==> src/rtl/dpi_stream_sequencer.sv <==
// Flow-key to stream-id mapper and matcher control sequencer (load_state -> chars -> eop).
// Define STREAM_SEQ_STATS_EN to add packet/allocation/eviction counters.
module dpi_stream_sequencer #(
    parameter int SID_W    = 6,
    parameter int KEY_W    = 32,
    parameter int LOAD_GAP = 3,
    parameter int EOP_GAP  = 3
) (
    input  logic                   clk,
    input  logic                   rst,
    input  logic                   hdr_vld,
    output logic                   hdr_rdy,
    input  logic [KEY_W-1:0]       hdr_key,
    input  logic                   hdr_empty,
    input  logic                   pl_vld,
    output logic                   pl_rdy,
    input  logic [7:0]             pl_data,
    input  logic                   pl_last,
    input  logic [2**SID_W-1:0]    cfg_enable_mask,
    input  logic                   table_clear,
    output logic                   load_state,
    output logic [SID_W-1:0]       stream_id,
    output logic                   new_stream_id,
    output logic                   enable,
    output logic [7:0]             char_in,
    output logic                   char_in_vld,
`ifdef STREAM_SEQ_STATS_EN
    output logic [15:0]            stat_pkts,
    output logic [15:0]            stat_new,
    output logic [15:0]            stat_evict,
`endif
    output logic                   eop
);

    localparam int NUM_STREAMS = 2**SID_W;
    localparam int CNT_W       = 8;

    typedef enum logic [2:0] {IDLE, LOOKUP, LOAD, GAP, STREAM, DRAIN, EOP} state_t;

    state_t                 state_r, state_s;
    logic [CNT_W-1:0]       cnt_r, cnt_s;
    logic [KEY_W-1:0]       key_r;
    logic                   empty_r;
    logic [NUM_STREAMS-1:0] valid_r;
    logic [KEY_W-1:0]       keys_r [NUM_STREAMS];
    logic [SID_W-1:0]       victim_r;
    logic                   clear_pend_r;
    logic                   hit_s, free_s;
    logic [SID_W-1:0]       hit_idx_s, free_idx_s, sel_idx_s;
    logic                   hdr_hs_s, pl_hs_s;

    assign hdr_hs_s = hdr_vld & hdr_rdy;
    assign pl_hs_s  = pl_vld & pl_rdy;

    // Fully-associative search; descending scan leaves the lowest free index.
    always_comb begin
        hit_s      = 1'b0;
        hit_idx_s  = '0;
        free_s     = 1'b0;
        free_idx_s = '0;
        for (int i = NUM_STREAMS - 1; i >= 0; i--) begin
            if (valid_r[i] && (keys_r[i] == key_r)) begin
                hit_s     = 1'b1;
                hit_idx_s = SID_W'(i);
            end else if (!valid_r[i]) begin
                free_s     = 1'b1;
                free_idx_s = SID_W'(i);
            end else begin
            end
        end
        sel_idx_s = hit_s ? hit_idx_s : (free_s ? free_idx_s : victim_r);
    end

    // Next-state logic. Gap counts absorb the one-cycle char output register so
    // that idle cycles are exact at the matcher interface.
    always_comb begin
        state_s = state_r;
        cnt_s   = cnt_r;
        case (state_r)
            IDLE: begin
                if (hdr_hs_s) state_s = LOOKUP;
                else          state_s = IDLE;
            end
            LOOKUP: state_s = LOAD;
            LOAD: begin
                state_s = GAP;
                cnt_s   = CNT_W'(LOAD_GAP - 1);
            end
            GAP: begin
                cnt_s = cnt_r - CNT_W'(1);
                if (cnt_r <= CNT_W'(1)) begin
                    if (empty_r) begin
                        state_s = DRAIN;
                        cnt_s   = CNT_W'(EOP_GAP + 2);
                    end else begin
                        state_s = STREAM;
                    end
                end else begin
                    state_s = GAP;
                end
            end
            STREAM: begin
                if (pl_hs_s && pl_last) begin
                    state_s = DRAIN;
                    cnt_s   = CNT_W'(EOP_GAP + 1);
                end else begin
                    state_s = STREAM;
                end
            end
            DRAIN: begin
                cnt_s = cnt_r - CNT_W'(1);
                if (cnt_r <= CNT_W'(1)) state_s = EOP;
                else                    state_s = DRAIN;
            end
            EOP:     state_s = IDLE;
            default: state_s = IDLE;
        endcase
    end

    // State and gap counter registers.
    always_ff @(posedge clk or posedge rst) begin
        if (rst) begin
            state_r <= IDLE;
            cnt_r   <= '0;
        end else begin
            state_r <= state_s;
            cnt_r   <= cnt_s;
        end
    end

    // Registered handshake and matcher control outputs.
    always_ff @(posedge clk or posedge rst) begin
        if (rst) begin
            hdr_rdy     <= 1'b0;
            pl_rdy      <= 1'b0;
            load_state  <= 1'b0;
            eop         <= 1'b0;
            char_in     <= 8'h00;
            char_in_vld <= 1'b0;
            key_r       <= '0;
            empty_r     <= 1'b0;
        end else begin
            hdr_rdy     <= (state_s == IDLE);
            pl_rdy      <= (state_s == STREAM);
            load_state  <= (state_s == LOAD);
            eop         <= (state_s == EOP);
            char_in_vld <= pl_hs_s;
            if (pl_hs_s) char_in <= pl_data;
            if (hdr_hs_s) begin
                key_r   <= hdr_key;
                empty_r <= hdr_empty;
            end
        end
    end

    // Table valid bits, victim pointer, deferred clear and per-packet stream context.
    always_ff @(posedge clk or posedge rst) begin
        if (rst) begin
            valid_r       <= '0;
            victim_r      <= '0;
            clear_pend_r  <= 1'b0;
            stream_id     <= '0;
            new_stream_id <= 1'b0;
            enable        <= 1'b0;
        end else if (state_r == IDLE) begin
            clear_pend_r <= 1'b0;
            if (table_clear || clear_pend_r) valid_r <= '0;
        end else begin
            if (table_clear) clear_pend_r <= 1'b1;
            if (state_r == LOOKUP) begin
                valid_r[sel_idx_s] <= 1'b1;
                stream_id          <= sel_idx_s;
                new_stream_id      <= ~hit_s;
                enable             <= cfg_enable_mask[sel_idx_s];
                if (!hit_s && !free_s) victim_r <= victim_r + SID_W'(1);
            end
        end
    end

    // Key storage; validity is tracked separately so no reset is needed here.
    always_ff @(posedge clk) begin
        if ((state_r == LOOKUP) && !hit_s) keys_r[sel_idx_s] <= key_r;
    end

`ifdef STREAM_SEQ_STATS_EN
    // Event counters, wrapping at 2^16.
    always_ff @(posedge clk or posedge rst) begin
        if (rst) begin
            stat_pkts  <= 16'h0000;
            stat_new   <= 16'h0000;
            stat_evict <= 16'h0000;
        end else begin
            if (state_s == EOP) stat_pkts <= stat_pkts + 16'h0001;
            if ((state_r == LOOKUP) && !hit_s) begin
                stat_new <= stat_new + 16'h0001;
                if (!free_s) stat_evict <= stat_evict + 16'h0001;
            end
        end
    end
`endif

endmodule

==> config.mk <==
export PLATFORM = sky130hd
export DESIGN_NAME = dpi_stream_sequencer
export DESIGN_NICKNAME = d
export VERILOG_FILES = /design/src/rtl/dpi_stream_sequencer.sv
export SDC_FILE = /design/constraint.sdc
export NUM_CORES = 2
export LEC_CHECK = 0
export BUFFER_PORTS_ARGS = -buffer_cell sky130_fd_sc_hd__buf_2
export CORE_ASPECT_RATIO = 1.5
export CORE_MARGIN = 3
export CORE_UTILIZATION = 40
export CTS_CLUSTER_SIZE = 25
export DETAILED_ROUTE_END_ITERATION = 7
export HOLD_SLACK_MARGIN = 0.12
export MAX_ROUTING_LAYER = met4
export PLACE_DENSITY_LB_ADDON = 0.08
export SYNTH_ARGS = -nofsm -noshare
export SYNTH_HDL_FRONTEND = slang
export SYNTH_SLANG_ARGS = --single-unit
==> constraint.sdc <==
create_clock -name clk -period 17.4 [get_ports clk]
set_clock_uncertainty 0.2 [all_clocks]
set_input_delay 1.74 -clock clk [delete_from_list [all_inputs] [get_ports clk]]
set_output_delay 1.74 -clock clk [all_outputs]
set_load 0.02 [all_outputs]
After elaboration in Yosys (flattened, before gate mapping). Memory sizes are Yosys's and may differ from the RTL's. Index checks and enable logic that the tools add are counted.

Add/subtract/negate cells: 2. $mul: 0. Divide/modulo/power cells: 0. Order comparisons: 3. Eq/ne operators: 74. Shift-type cells: 0. Muxes and demuxes: 407. Bitwise logic cells: 5. Reduce and logical (&&, ||, !) cells: 80.

Operator list (count): $eq A32 B32 Y1 (64); $mux W6 (194); $mux W1 (201); $mux W64 (3); $logic_and A1 B1 Y1 (68); $or A64 B64 Y64 (1); $pmux W8 S4 (1); $mux W8 (3); $pmux W3 S6 (1); $eq A3 B3 Y1 const B (4); $eq A3 B2 Y1 const B (3); $le A8 B1 Y1 const B (1); $sub A8 B1 Y8 const B (1); $lt A6 B7 Y1 const B (1); $add A6 B1 Y6 const B (1); $bmux W1 S6 (1); $demux W1 S6 (1); $ge A6 B1 Y1 const B (1); $logic_not A3 Y1 (2); $reduce_and A2 Y1 (3); $reduce_bool A2 Y1 (2); $reduce_bool A4 Y1 (1); $eq A3 B1 Y1 const B (1); $mux W3 (1); 8 further kinds (11).

Flip-flop bits (word level): 136. Latch bits: 0. RAM bits: 2048. Bits in read-only memories: 0. Bits of input ports: 111. Output and inout bits: 21. Word-level logic and storage cells: 588. Memories: 1.

Memory list: keys_r (words 64, bits a word 32, rd ports 64, clocked after Yosys merged registers in 0, write ports 1, line 45) `logic [KEY_W-1:0] keys_r [NUM_STREAMS];`.

Longest topological paths before layout. An unclocked memory read counts as a cell.

Depth after elaboration: 139. Mapped depth: 22. Depth with buffers taken out: 17.

Worst setup path before layout. Ideal clock, no wire load.

Path type: reg2reg. Start: register key_r[2]. End: memory keys_r[24][0], enable pin. Library setup time: 421 ps. Arrival: 5860 ps. Data required time: 16779 ps. Slack: 10919 ps. Cell stages (with the launch flop): 19. Buffers on the path: 4. Clock period less this slack: 6481 ps. Cell sequence: dfrtp_1 > buf_2 > buf_6 > buf_4 > xnor2_1 > nand4_1 > or4_4 > a41o_1 > a21oi_1 > o21ai_1 > a21oi_1 > o2111ai_1 > a221oi_2 > o21ai_1 > a31o_1 > a21oi_2 > buf_4 > nand3_2 > nor2_1.

Longest elaborated chain between the ends: 131. Elaborated cells between the ends (all ways): 516. Classes of those cells: 64 x eq/ne; 386 x mux; 66 x reduce/logical.

Ends and longest elaborated chain: from (decl) (line 42) `logic [KEY_W-1:0] key_r;`; from (signal assigned) (line 150) `key_r <= hdr_key;`; $eq A32 B32 Y1 (line 62) `if (valid_r[i] && (keys_r[i] == key_r)) begin`; $logic_and A1 B1 Y1 (line 62); $mux W6 or $mux W1 (tied branches) (line 62); $mux W6 or $mux W1 (tied branches) (line 65) `end else if (!valid_r[i]) begin`; $mux W6 or $mux W1 (tied branches) (line 62); $mux W6 or $mux W1 (tied branches) (line 65); $mux W6 or $mux W1 (tied branches) (line 62); $mux W6 or $mux W1 (tied branches) (line 65); [114 not listed]; $mux W6 or $mux W1 (tied branches) (line 62); $mux W6 or $mux W1 (tied branches) (line 65); $mux W6 or $mux W1 (tied branches) (line 62); $mux W6 or $mux W1 (tied branches) (line 65); $mux W6 or $mux W1 (tied branches) (line 62); $mux W6 or $mux W1 (tied branches) (line 65); $mux W6 or $mux W1 (tied branches) (line 62); $mux W6 (2 in a row) (line 71) `sel_idx_s = hit_s ? hit_idx_s : (free_s ? free_idx_s : victim_r);`; to (decl) (line 45).

Several ways; a longest one is shown, not always the timed one.

Worst setup path in the final report.
Start: register key_r[20]. End: memory keys_r[24][23], enable pin.

The elaborated chain is that of the path after synthesis.

==> metrics <==
Overall Power 17.1 mW; max layer used met4; num rows 217; Synth area leader edfxtp_1; drt total wl 274000 microns; layout net count 6448; Cell Area, Synth 93900 sq um; Routed met2 length 135000 microns; post-DR wirelength/cell 28.6 microns; most common cell in the netlist edfxtp_1; post-route setup TNS 0 ps; Worst IR Drop VDD 0.000160 V; setup bufs post-CTS 0; Main synth FF type edfxtp_1; Final Wtd Congestion 0.906; Synth-to-Final Area Change 11.9%; DP HPWL 164000 microns; Worst Hold Class reg2reg; IO Count 132; Worst-Skew Late Latency 880 ps; Pwr Density 163 nW/um^2; final hold vios 0; Max Cap Viol 0; Crit Path Max Fanout 38; initial drt markers 4574; Worst Tran Pin Value 1220 ps; fraction of layout cells with a size suffix above 1 12.0%; Peak Freq 0.113 GHz; cts hold-fix bufs 0; Post-synth EDFFs 2048; Longest Clk Path Bufs 4; critical path data arrival time 9140 ps; CTS Buf Count 222; Post-CTS Resized 0; Post-Syn Nets 6178; number of cells on the worst reg-to-reg path 16; Reg clk slew, reported paths 60 ps; first-pass GRT wire length 391000 microns; largest net degree at the start of global routing 90; Synth async-reset ratio 6.23%; r2r setup slk 8570 ps; GR Overflow Total 0; routed vias 50900; Die ar. 241000 sq um; register area share after synthesis 69.1%; Tot GR Track Use 23.3%; Final Setup Violations 0; Tcrit/Tclk final 50.8%; RSZ-0062 raised after global routing false; met3 WL post-DR 13100 microns; endpoint type of the worst setup path flop; post-synthesis cell count 6064; Via-to-Cell Ratio 5.31; H-tree levels 4; Slew Limit Fails 0; CTS tree done; M1 wire length 120000 microns; YS warnings 0; Setup Crit Path Kind reg2reg; Final ANT Viol Nets 0; antenna violations before repair 15; Yosys cell types 68; Hold Path Stages 1; ranking of synthesized cells by area edfxtp_1, xnor2_1, xor2_1; die height 599 microns; Critical Path RT 17710 ps; buffers added on ports 131; LEAKAGE 33.5 nW; Horiz. Die Dim 402 microns; minimum clock period 8830 ps; Initial Util 40.3%; Critical Path Start Type flop; drc violations 0; Max-slew headroom 18.2%; status completed; Synth top cells by count edfxtp_1, xnor2_1, xor2_1; CTS root buffer clkbuf_16; core area 233000 sq um; 1st-pass router iterations 6; Yosys reg bits 2184; post-synth top area share 65.5%; clock sink count 2184; syn_area_per_cell 15.5 sq um; vias in the first global route 50900
==> power by group <==
group          internal, mW  switching, mW
logic                  1.73           3.53
registers              6.61          0.618
clock network          2.61           2.01
==> path summary, 6_finish.rpt <==
check                            start             end
min reg2reg                victim_r[5]     victim_r[5]
min                        victim_r[5]     victim_r[5]
max in group asynchronous          rst      valid_r[1]
min in group asynchronous          rst      char_in[5]
max reg2reg                  key_r[20]  keys_r[24][23]
max                          key_r[20]  keys_r[24][23]
==> routing by layer <==
layer | track usage (%) | up-vias
met4 | 5.13 | 0
li1 | - | 22600
met2 | 38.7 | 1236
met1 | 30.7 | 26700
met3 | 3.00 | 328
met5 | - | -
==> critical path, cell delays in order (launching register included) <==
cell	delay [ps]
dfrtp_4	800
buf_4	640
buf_4	690
nand2b_1	190
o2111ai_1	100
a2111o_1	420
or4_1	540
o41ai_1	860
nor3_1	250
nand4_1	210
or3_1	370
nand2b_1	280
nand2_2	460
inv_2	410
nand3_2	790
nor2_2	670
buf_4	400
==> metrics by stage <==
stage,utilization [%],std cells,instance area [sq um],hold WS [ps],worst slack (ps)
2_1_floorplan,-,6064,93900,242,10920
3_3_place_gp,42.1,9176,98300,262,8790
3_5_place_dp,42.1,9176,98300,270,8700
4_1_cts,45.1,9569,105000,279,8660
5_1_grt,45.1,9570,105000,312,8230
6_report,45.1,9576,105000,289,8570
==> flip-flops by register name, indices dropped and copies added, names as in the netlist <==
register       cells
state_r            3
victim_r           6
key_r             32
char_in_vld        1
enable             1
hdr_rdy            1
char_in            8
new_stream_id      1
load_state         1
valid_r           64
empty_r            1
cnt_r              8
eop                1
clear_pend_r       1
stream_id          6
pl_rdy             1
keys_r          2048
==> logic make-up (layout without fill, tap and decap cells) <==
| family | Yosys count | count (layout) | share of synthesized area [%] |
|---|---|---|---|
| AOI/OAI and AO/OA | 234 | 234 | 1.59 |
| buffers and inverters | 304 | 743 | 2.27 |
| xor gates and xnor gates | 2051 | 2051 | 19.1 |
| muxes | 71 | 71 | 0.837 |
| other | 0 | 7 | 0 |
| DFF | 2184 | 2184 | 69.1 |
| and+or+nand+nor | 1217 | 1217 | 7.03 |
| adders and majority gates | 3 | 3 | 0.0400 |
==> cell usage in the layout, fill, tap and decap left out, types with 115 or more instances in the layout <==
cell,count
nor4_1,219
xnor2_1,1318
nand3_1,127
xor2_1,733
nand2_1,115
buf_2,131
nor2_1,147
nand4_1,352
clkbuf_16,223
buf_4,154
edfxtp_1,2048
==> area by class of cell <==
class / instances / area [sq um]
Multi-Input combinational cell: 3576 / 27100
Inverter: 49 / 189
Clock inverter: 96 / 845
Timing Repair Buffer: 301 / 2130
Sequential cell: 2184 / 65000
Tap cell: 3066 / 3840
Fill cell: 20500 / 128000
Antenna cell: 7 / 17.5
Clock buffer: 297 / 5990
Note: power is estimated with default switching activity, not from simulation.
